## src/rtl/i2s_receiver_if.sv

```systemverilog
// rtl/i2s_receiver_if.sv - I2S receive pins and decoded PCM outputs
interface i2s_receiver_if #(
  parameter int WIDTH = 16
);
  logic             sclk;
  logic             lrclk;
  logic             sdin;
  logic [WIDTH-1:0] left;
  logic [WIDTH-1:0] right;
  logic             sample_valid;
  logic             frame_error;

  // Source side: drives the serial pins, observes the decoded words
  modport master (
    output sclk, lrclk, sdin,
    input  left, right, sample_valid, frame_error
  );

  // Receiver side
  modport slave (
    input  sclk, lrclk, sdin,
    output left, right, sample_valid, frame_error
  );
endinterface

```

## src/rtl/i2s_receiver.sv

```systemverilog
// rtl/i2s_receiver.sv - I2S deserializer recovering 16-bit left/right PCM pairs
module i2s_receiver #(
  parameter int NUM_OF_AMPLITUDE_BITS = 16,
  parameter int SYNC_STAGES           = 2
) (
  input  logic          i_Clk,
  input  logic          i_Rst,
  i2s_receiver_if.slave bus
);
  localparam int N  = NUM_OF_AMPLITUDE_BITS;
  localparam int CW = $clog2(N + 1);
  localparam logic [CW-1:0] FULL = CW'(N);

  typedef enum logic [1:0] {S_SYNC, S_LEFT, S_RIGHT} state_t;

  logic [SYNC_STAGES-1:0] sclk_sync;
  logic [SYNC_STAGES-1:0] lr_sync;
  logic [SYNC_STAGES-1:0] sd_sync;
  logic                   sclk_prev;

  logic sclk_s;
  logic lr_s;
  logic sd_s;
  logic sample;

  assign sclk_s = sclk_sync[SYNC_STAGES-1];
  assign lr_s   = lr_sync[SYNC_STAGES-1];
  assign sd_s   = sd_sync[SYNC_STAGES-1];
  // LRCLK/SDIN travel through equal-depth chains, so they line up with the SCLK edge
  assign sample = sclk_prev & ~sclk_s;

  // Identical synchronizer chains plus one extra SCLK flop for falling-edge detect
  always_ff @(posedge i_Clk or posedge i_Rst) begin
    if (i_Rst) begin
      sclk_sync <= '0;
      lr_sync   <= '0;
      sd_sync   <= '0;
      sclk_prev <= 1'b0;
    end else begin
      sclk_sync <= {sclk_sync[SYNC_STAGES-2:0], bus.sclk};
      lr_sync   <= {lr_sync[SYNC_STAGES-2:0], bus.lrclk};
      sd_sync   <= {sd_sync[SYNC_STAGES-2:0], bus.sdin};
      sclk_prev <= sclk_s;
    end
  end

  state_t        state;
  logic          lr_prev;
  logic [CW-1:0] bit_cnt;
  logic [N-1:0]  shift_reg;
  logic [N-1:0]  left_hold;
  logic [N-1:0]  left_q;
  logic [N-1:0]  right_q;
  logic          publish;
  logic          valid_q;
  logic          error_q;

  logic [N-1:0]  shifted;
  logic          boundary;

  assign shifted  = {shift_reg[N-2:0], sd_s};
  assign boundary = (lr_s != lr_prev);

  // Channel framing FSM; publish is staged one cycle so the pair updates together with the strobe
  always_ff @(posedge i_Clk or posedge i_Rst) begin
    if (i_Rst) begin
      state     <= S_SYNC;
      lr_prev   <= 1'b0;
      bit_cnt   <= '0;
      shift_reg <= '0;
      left_hold <= '0;
      left_q    <= '0;
      right_q   <= '0;
      publish   <= 1'b0;
      valid_q   <= 1'b0;
      error_q   <= 1'b0;
    end else begin
      valid_q <= publish;
      publish <= 1'b0;
      error_q <= 1'b0;
      if (publish) begin
        left_q  <= left_hold;
        right_q <= shift_reg;
      end
      if (sample) begin
        lr_prev <= lr_s;
        case (state)
          S_SYNC: begin
            if (!lr_s && lr_prev) begin
              shift_reg <= N'(sd_s);
              bit_cnt   <= CW'(1);
              state     <= S_LEFT;
            end
          end
          S_LEFT: begin
            if (!boundary) begin
              if (bit_cnt == FULL) begin
                error_q <= 1'b1;
                state   <= S_SYNC;
              end else begin
                shift_reg <= shifted;
                bit_cnt   <= bit_cnt + 1'b1;
                if (bit_cnt == FULL - 1'b1) begin
                  left_hold <= shifted;
                end
              end
            end else if (bit_cnt == FULL) begin
              shift_reg <= N'(sd_s);
              bit_cnt   <= CW'(1);
              state     <= S_RIGHT;
            end else begin
              error_q <= 1'b1;
              state   <= S_SYNC;
            end
          end
          S_RIGHT: begin
            if (!boundary) begin
              if (bit_cnt == FULL) begin
                error_q <= 1'b1;
                state   <= S_SYNC;
              end else begin
                shift_reg <= shifted;
                bit_cnt   <= bit_cnt + 1'b1;
                if (bit_cnt == FULL - 1'b1) begin
                  publish <= 1'b1;
                end
              end
            end else begin
              // A short right word is dropped, but this edge still starts a left channel
              if (bit_cnt != FULL) begin
                error_q <= 1'b1;
              end
              shift_reg <= N'(sd_s);
              bit_cnt   <= CW'(1);
              state     <= S_LEFT;
            end
          end
          default: state <= S_SYNC;
        endcase
      end
    end
  end

  assign bus.left         = left_q;
  assign bus.right        = right_q;
  assign bus.sample_valid = valid_q;
  assign bus.frame_error  = error_q;
endmodule

```

## src/flat_wrapper.sv

```systemverilog
// flat-port wrapper written by rule: the top's interface ports become plain ports
module i2s_receiver_flat 
#(
  parameter int NUM_OF_AMPLITUDE_BITS = 16,
  parameter int SYNC_STAGES           = 2
)
  (i_Clk, i_Rst, bus_sclk, bus_lrclk, bus_sdin, bus_left, bus_right, bus_sample_valid, bus_frame_error);
  i2s_receiver_if #(.WIDTH((16))) bus_i ();
  input  logic i_Clk;
  input  logic i_Rst;
  input wire logic [$bits(bus_i.sclk)-1:0] bus_sclk;
  input wire logic [$bits(bus_i.lrclk)-1:0] bus_lrclk;
  input wire logic [$bits(bus_i.sdin)-1:0] bus_sdin;
  output wire logic [$bits(bus_i.left)-1:0] bus_left;
  output wire logic [$bits(bus_i.right)-1:0] bus_right;
  output wire logic [$bits(bus_i.sample_valid)-1:0] bus_sample_valid;
  output wire logic [$bits(bus_i.frame_error)-1:0] bus_frame_error;
  assign bus_i.sclk = bus_sclk;
  assign bus_i.lrclk = bus_lrclk;
  assign bus_i.sdin = bus_sdin;
  assign bus_left = bus_i.left;
  assign bus_right = bus_i.right;
  assign bus_sample_valid = bus_i.sample_valid;
  assign bus_frame_error = bus_i.frame_error;
  i2s_receiver #(.NUM_OF_AMPLITUDE_BITS(NUM_OF_AMPLITUDE_BITS), .SYNC_STAGES(SYNC_STAGES)) u_core (.i_Clk(i_Clk), .i_Rst(i_Rst), .bus(bus_i));
endmodule
```

## config.mk

```make
export PLATFORM = sky130hd
export DESIGN_NAME = i2s_receiver_flat
export DESIGN_NICKNAME = d
export VERILOG_FILES = /design/src/rtl/i2s_receiver_if.sv /design/src/rtl/i2s_receiver.sv /design/src/flat_wrapper.sv
export SDC_FILE = /design/constraint.sdc
export NUM_CORES = 1
export LEC_CHECK = 0
export CAP_MARGIN = 20
export CORE_MARGIN = 4
export CORE_UTILIZATION = 50
export CTS_CLUSTER_DIAMETER = 60
export CTS_CLUSTER_SIZE = 8
export DETAILED_ROUTE_END_ITERATION = 8
export HOLD_SLACK_MARGIN = 0.05
export PLACE_DENSITY_LB_ADDON = 0.1
export SLEW_MARGIN = 30
export SYNTH_ARGS = -nofsm -noshare
export SYNTH_HDL_FRONTEND = slang
export SYNTH_SLANG_ARGS = --single-unit
```

## constraint.sdc

```tcl
create_clock -name i_Clk -period 3.6 [get_ports i_Clk]
set_input_delay 0.9 -clock i_Clk [delete_from_list [all_inputs] [get_ports i_Clk]]
set_output_delay 0.9 -clock i_Clk [all_outputs]
set_load 0.01 [all_outputs]
```

==> results.toml, run 1 <==
[timing]
hold_viol_final = 0
fin_crit_sh = 0.729
setup_viol = 0
setup_tns_ns = 0
skew_ns = 0.00938
slew_viol_final = 0
relSlewSlack = 0.445
worstMarginPinSlew_ns = 0.830
fmax_ghz = 0.381
rsz0062_at_grt = "false"
finalCriticalPeriod_ns = 2.63

[synthesis]
ys.flop_type = "dfrtp_1"
synth_compound_area_frac = 0.101
synth_async_sr_flop_share = 1.00
syn_area_per_cell_um2 = 13.5
synth_adder_area_share = 0.0332
synth_cell_types = 38
synth_area_mm2 = 0.00339
synth_top_family_by_area = "multiplexers"
synth-xor-area-share = 0
synth_largest_area_cell = "dfrtp_1"
synth-seq-cells = 82
synth_enable_flop_cells = 0
yosys.area_share.simple = 0.0601
synth_nets = 266
synth-warning-count = 0
muxShareOfSynthArea = 0.163
synth_area_leaders = "dfrtp_1, mux2_2, a22oi_1"
synthCells = 252
synth-seq-area-share = 0.605
yosysTopAreaCellShare = 0.605

[route]
dr.first_iter.drc_count = 106
routed_wl_mm = 5.70
drc_errors = 0
vias = 2049
viasPerCell = 5.52
drt_pre_antenna_iters = 4
antenna_left = 0
wl_per_cell_um = 15.4

[finish]
nFillCells = 527
finalNetCount = 304
final-seq-area_mm2 = 0.00205
final_layout_size_suffix_gt1_frac = 0.252
multi_input_area_mm2 = 0.00121
syn_to_final_growth_pct = 18.7
fin_cells = 371
diodes = 0

[die]
coreArea_mm2 = 0.00646
start_util = 0.525
std_cell_rows = 29
die-height_um = 90.4
dieArea_mm2 = 0.00816
die_x_um = 90.4
ios = 39

[global_route]
track_usage = 0.155
grt_overflow_total = 0
grt_pass1_wl_mm = 10.2
grt_pass1_vias = 2107
grt_max_degree = 38
antenna_found_initial = 0

[placed_design]
hpwl_mm = 3.66
placed_cells = 356
portBuffers = 38
gp_congestion = 0.770

[clock_network]
post_cts_buffers = 0
cts_tree = "built"
postCtsHoldBufs = 0
cts_buffers = 9
clkTransAtPathRegs_ns = 0.08
cts_sinks = 82
insertion_delay_ns = 0.35
clock_path_buffers = 2
clockRootBuffer = "clkbuf_8"
htreeDepth = 3
cts-resized-gates = 0

[pwr]
p_per_area_mw_per_mm2 = 473
irDropWorstVdd_mv = 0.332
p_leak_nw = 1.87

[critical_path]
critical_path_class = "flop to flop"
critPathArrivalTime_ns = 2.85
worst_setup_path_start_kind = "flop"
endpoint_kind = "flop"
critPathRequiredTime_ns = 3.83
cp_max_fo = 20

[flow_run]
max_cap_violations = 0

[outcome]
status = "finished, final reports clean"

[min_path]
hp-class = "flop to flop"
## cell usage after synthesis, types with 2 or more instances
cell	number
clkbuf_1	3
buf_4	3
nand3_1	2
buf_2	5
mux2_2	49
o21ai_0	13
inv_1	7
nor2_1	3
a22oi_1	16
buf_6	2
dfrtp_1	82
nand2_1	20
o31ai_1	2
o21ai_1	9
and2b_1	2
ha_1	9
and3_1	3
nand2b_1	2
## critical path, stage by stage (launching register included)
cell and delay, ns:
dfrtp_1 0.43, inv_1 0.07, ha_1 0.19, and4bb_2 0.38, inv_2 0.17, ha_1 0.15
and4_1 0.70, mux2_2 0.41
## metal layers
layer,wire [um],part of all wire,track usage,up-vias
met1,2720,0.48,0.208,1024
met2,2680,0.47,0.235,32
met4,106,0.019,0.0714,0
li1,-,-,-,983
met3,203,0.036,0.0417,10
met5,0,0,0,-
## power by group
| group | internal (mW) | switching [mW] | leakage, nW |
|---|---|---|---|
| combinational | 0.0644 | 0.126 | 0.634 |
| sequential | 0.954 | 0.0393 | 1.12 |
| clock | 0.404 | 0.314 | 0.112 |
| total | 1.42 | 0.479 | 1.87 |
## logic make-up after synthesis
| logic type | count (synthesis) |
|---|---|
| DFF | 82 |
| and+or+nand+nor | 39 |
| adders and majority gates | 9 |
| muxes | 49 |
| AOI/OAI and AO/OA | 51 |
| buffers and inverters | 22 |
## placed cells by master (no fill, tap or decap), types with 3 or more instances in the layout
cell type and instances:
dfrtp_1 82, mux2_2 49, clkdlybuf4s50_1 38, nand2_1 20, a22oi_1 16, o21ai_0 13, clkbuf_8 10, o21ai_1 9
ha_1 9, inv_1 6, nor2_1 3, and3_1 3, clkinv_2 3
## final timing paths
path	slack, ns	startpoint	to	cells after the start
worst min-delay path	0.35	u_core.sd_sync[0]$_DFF_PP0_	u_core.sd_sync[1]$_DFF_PP0_	0
min in group asynchronous	0.91	i_Rst	u_core.bus.left[7]$_DFFE_PP0P_	2
worst min register to register	0.35	u_core.sd_sync[0]$_DFF_PP0_	u_core.sd_sync[1]$_DFF_PP0_	0
max in group asynchronous	2.09	i_Rst	u_core.shift_reg[1]$_DFFE_PP0P_	3
worst max-delay path	0.97	u_core.bit_cnt[0]$_DFFE_PP0P_	u_core.left_hold[0]$_DFFE_PP0P_	7
worst max register to register	0.97	u_core.bit_cnt[0]$_DFFE_PP0P_	u_core.left_hold[0]$_DFFE_PP0P_	7
## stage by stage
stage / util / cell area, um^2 / hold slack [ns] / worst slack [ns] / total power [mW]
after floorplan: - / 3390 / 0.331 / 0.592 / 1.15
after CTS: 0.623 / 4020 / 0.354 / 0.959 / 1.93
final: 0.623 / 4020 / 0.351 / 0.974 / 1.90
after detailed placement: 0.590 / 3810 / 0.337 / 0.988 / 1.20
after global routing: 0.623 / 4020 / 0.364 / 0.843 / 2.00
after global placement: 0.590 / 3810 / 0.333 / 1.06 / 1.19
## final cells by class
class	count	area share
clock buffers	10	0.0342
clock inverters	5	0.0196
inverters	8	0.00777
multi-input cells	148	0.301
flip-flops and latches	82	0.510
well taps	77	0.0239
repair buffers	41	0.103
Power figures use the tool's default switching activity.
==> run 2: changes to the inputs <==
clock period = 2.55 ns   (was 3.6 ns; I/O delays follow)
==> run 2 against run 1 <==
Against the previous run:
- flip-flop and latch count unchanged
- clock power rose by 31%
- cell count increased by 1.9%
- global-route usage fell by 0.20 points
- critical endpoint is now u_core.left_hold[7]$_DFFE_PP0P_
- utilization up 0.74 points
- worst hold slack improved by 0.00087 ns
- setup slack got worse by 0.52 ns
- register-to-register slack lost 0.52 ns
- sequential power is 41% higher
- die area unchanged
- sequential share of layout area shrank 0.60 points
- routed wire length down 0.35%
==> results.toml, run 2 (synthesized netlist as in run 1, its figures left out) <==
[flow_run]
max_cap_violations = 0

[finish]
nFillCells = 503
fin_cells = 378
syn_to_final_growth_pct = 20.1
diodes = 0
layout_common_cells = "dfrtp_1, mux2_2, clkdlybuf4s50_1, nand2_1, a22oi_1"
finalNetCount = 310
final_layout_size_suffix_gt1_frac = 0.266
layout_commonest_cell = "dfrtp_1"

[critical_path]
worst_setup_path_start_kind = "flop"
cp_max_fo = 10
slowest_stage = "dfrtp_1"
critPathRequiredTime_ns = 2.79
cp_common_cell = "ha_1"
crit_path_cell_trace = "inv_1, ha_1, and4bb_2, inv_2, ha_1, and4_1, buf_4, mux2_2"
critical_path_class = "flop to flop"
endpoint_kind = "flop"
path_delay_family = "simple AND/OR/NAND/NOR gates"
crit_buf_inv = 3
slowest_delay_ns = 0.41
critPathArrivalTime_ns = 2.33

[timing]
finalCriticalPeriod_ns = 2.09
worstMarginPinSlew_ns = 0.453
slew_viol_final = 0
rsz0062_at_grt = "false"
hold-worst-slack_ns = 0.352
setup_ws_ns = 0.458
fin_crit_sh = 0.820
fmax_ghz = 0.478
skew_ns = 0.0101
hold_viol_final = 0
setup_tns_ns = 0
relSlewSlack = 0.697
setup_viol = 0

[route]
viasPerCell = 5.46
drc_errors = 0
antenna_left = 0
drt_pre_antenna_iters = 4
dr.first_iter.drc_count = 91
routed_wl_mm = 5.68
vias = 2063
wl_per_cell_um = 15.0

[die]
die_x_um = 90.4
ios = 39
coreArea_mm2 = 0.00646
dieArea_mm2 = 0.00816
start_util = 0.525
die-height_um = 90.4
std_cell_rows = 29

[global_route]
track_usage = 0.153
grt_use_met2 = 0.234
antenna_found_initial = 0
grt_overflow_total = 0
gr-usage-met1 = 0.206
grt_pass1_wl_mm = 10.0
busiest_layer = "met2"
met3_usage = 0.0308
grt_pass1_vias = 2069
grt_max_degree = 83

[outcome]
status = "finished, final reports clean"

[placed_design]
post-place-ws_ns = 0.465
gp_congestion = 0.832
hpwl_mm = 3.76
portBuffers = 38
placed_cells = 362

[clock_network]
cts_sinks = 82
clkTransAtPathRegs_ns = 0.08
insertion_delay_ns = 0.35
clockRootBuffer = "clkbuf_8"
cts-resized-gates = 0
cts_tree = "built"
clock_path_buffers = 2
htreeDepth = 3
cts_buffers = 9
post_cts_buffers = 0
postCtsHoldBufs = 0

[pwr]
p_per_area_mw_per_mm2 = 645
p_leak_nw = 1.88
irDropWorstVdd_mv = 0.330
total_power_mw = 2.63

[min_path]
hp-class = "flop to flop"
run 2: cell count changes in the layout (fill, tap and decap cells not counted):
| cell | previous run | this run |
|---|---|---|
| clkbuf_1 | 0 | 1 |
| inv_6 | 0 | 1 |
| clkinv_2 | 3 | 0 |
| clkinvlp_4 | 0 | 3 |
| bufinv_16 | 2 | 1 |
| buf_12 | 1 | 2 |
| buf_4 | 2 | 7 |
run 2: cell type report:
cell class	instances	area (um^2)	share of cell area
clock buffer	11	141	0.0347
clock inverter	5	62.6	0.0154
inverter	8	33.8	0.00830
multi-input combinational	148	1210	0.298
sequential	82	2050	0.504
tap	77	96.3	0.0237
timing repair buffer	47	473	0.116
run 2: stage by stage:
stage / utilization / cell area (um^2)
after floorplan: - / 3390
after global placement: 0.599 / 3870
after detailed placement: 0.599 / 3870
after CTS: 0.630 / 4070
after global routing: 0.630 / 4070
final: 0.630 / 4070
run 2: per-layer routing:
| layer | routed length, um | share of wire |
|---|---|---|
| met1 | 2730 | 0.48 |
| met4 | 133 | 0.023 |
| met3 | 190 | 0.033 |
| met2 | 2630 | 0.46 |
| met5 | 0 | 0 |
run 2: power by group:
group,internal [mW],switching [mW],total (mW)
Combinational,0.105,0.176,0.281
Clock,0.484,0.459,0.943
Sequential,1.35,0.0553,1.40
Total,1.94,0.690,2.63
run 2: final timing paths:
| path | from | end | slack [ns] | cells past startpoint |
|---|---|---|---|---|
| min in group asynchronous | i_Rst | u_core.bus.right[6]$_DFFE_PP0P_ | 0.75 | 3 |
| worst max-delay path | u_core.bit_cnt[0]$_DFFE_PP0P_ | u_core.left_hold[7]$_DFFE_PP0P_ | 0.46 | 8 |
| worst max register to register | u_core.bit_cnt[0]$_DFFE_PP0P_ | u_core.left_hold[7]$_DFFE_PP0P_ | 0.46 | 8 |
| max in group asynchronous | i_Rst | u_core.state[1]$_DFFE_PP0P_ | 1.48 | 3 |
| worst min register to register | u_core.sclk_sync[0]$_DFF_PP0_ | u_core.sclk_sync[1]$_DFF_PP0_ | 0.35 | 0 |
| worst min-delay path | u_core.sclk_sync[0]$_DFF_PP0_ | u_core.sclk_sync[1]$_DFF_PP0_ | 0.35 | 0 |
run 2: worst reg2reg max path, stage by stage, from the launching register on:
cell      delay, ns
dfrtp_1        0.41
inv_1          0.06
ha_1           0.19
and4bb_2       0.31
inv_2          0.13
ha_1           0.15
and4_1         0.19
buf_4          0.19
mux2_2         0.36
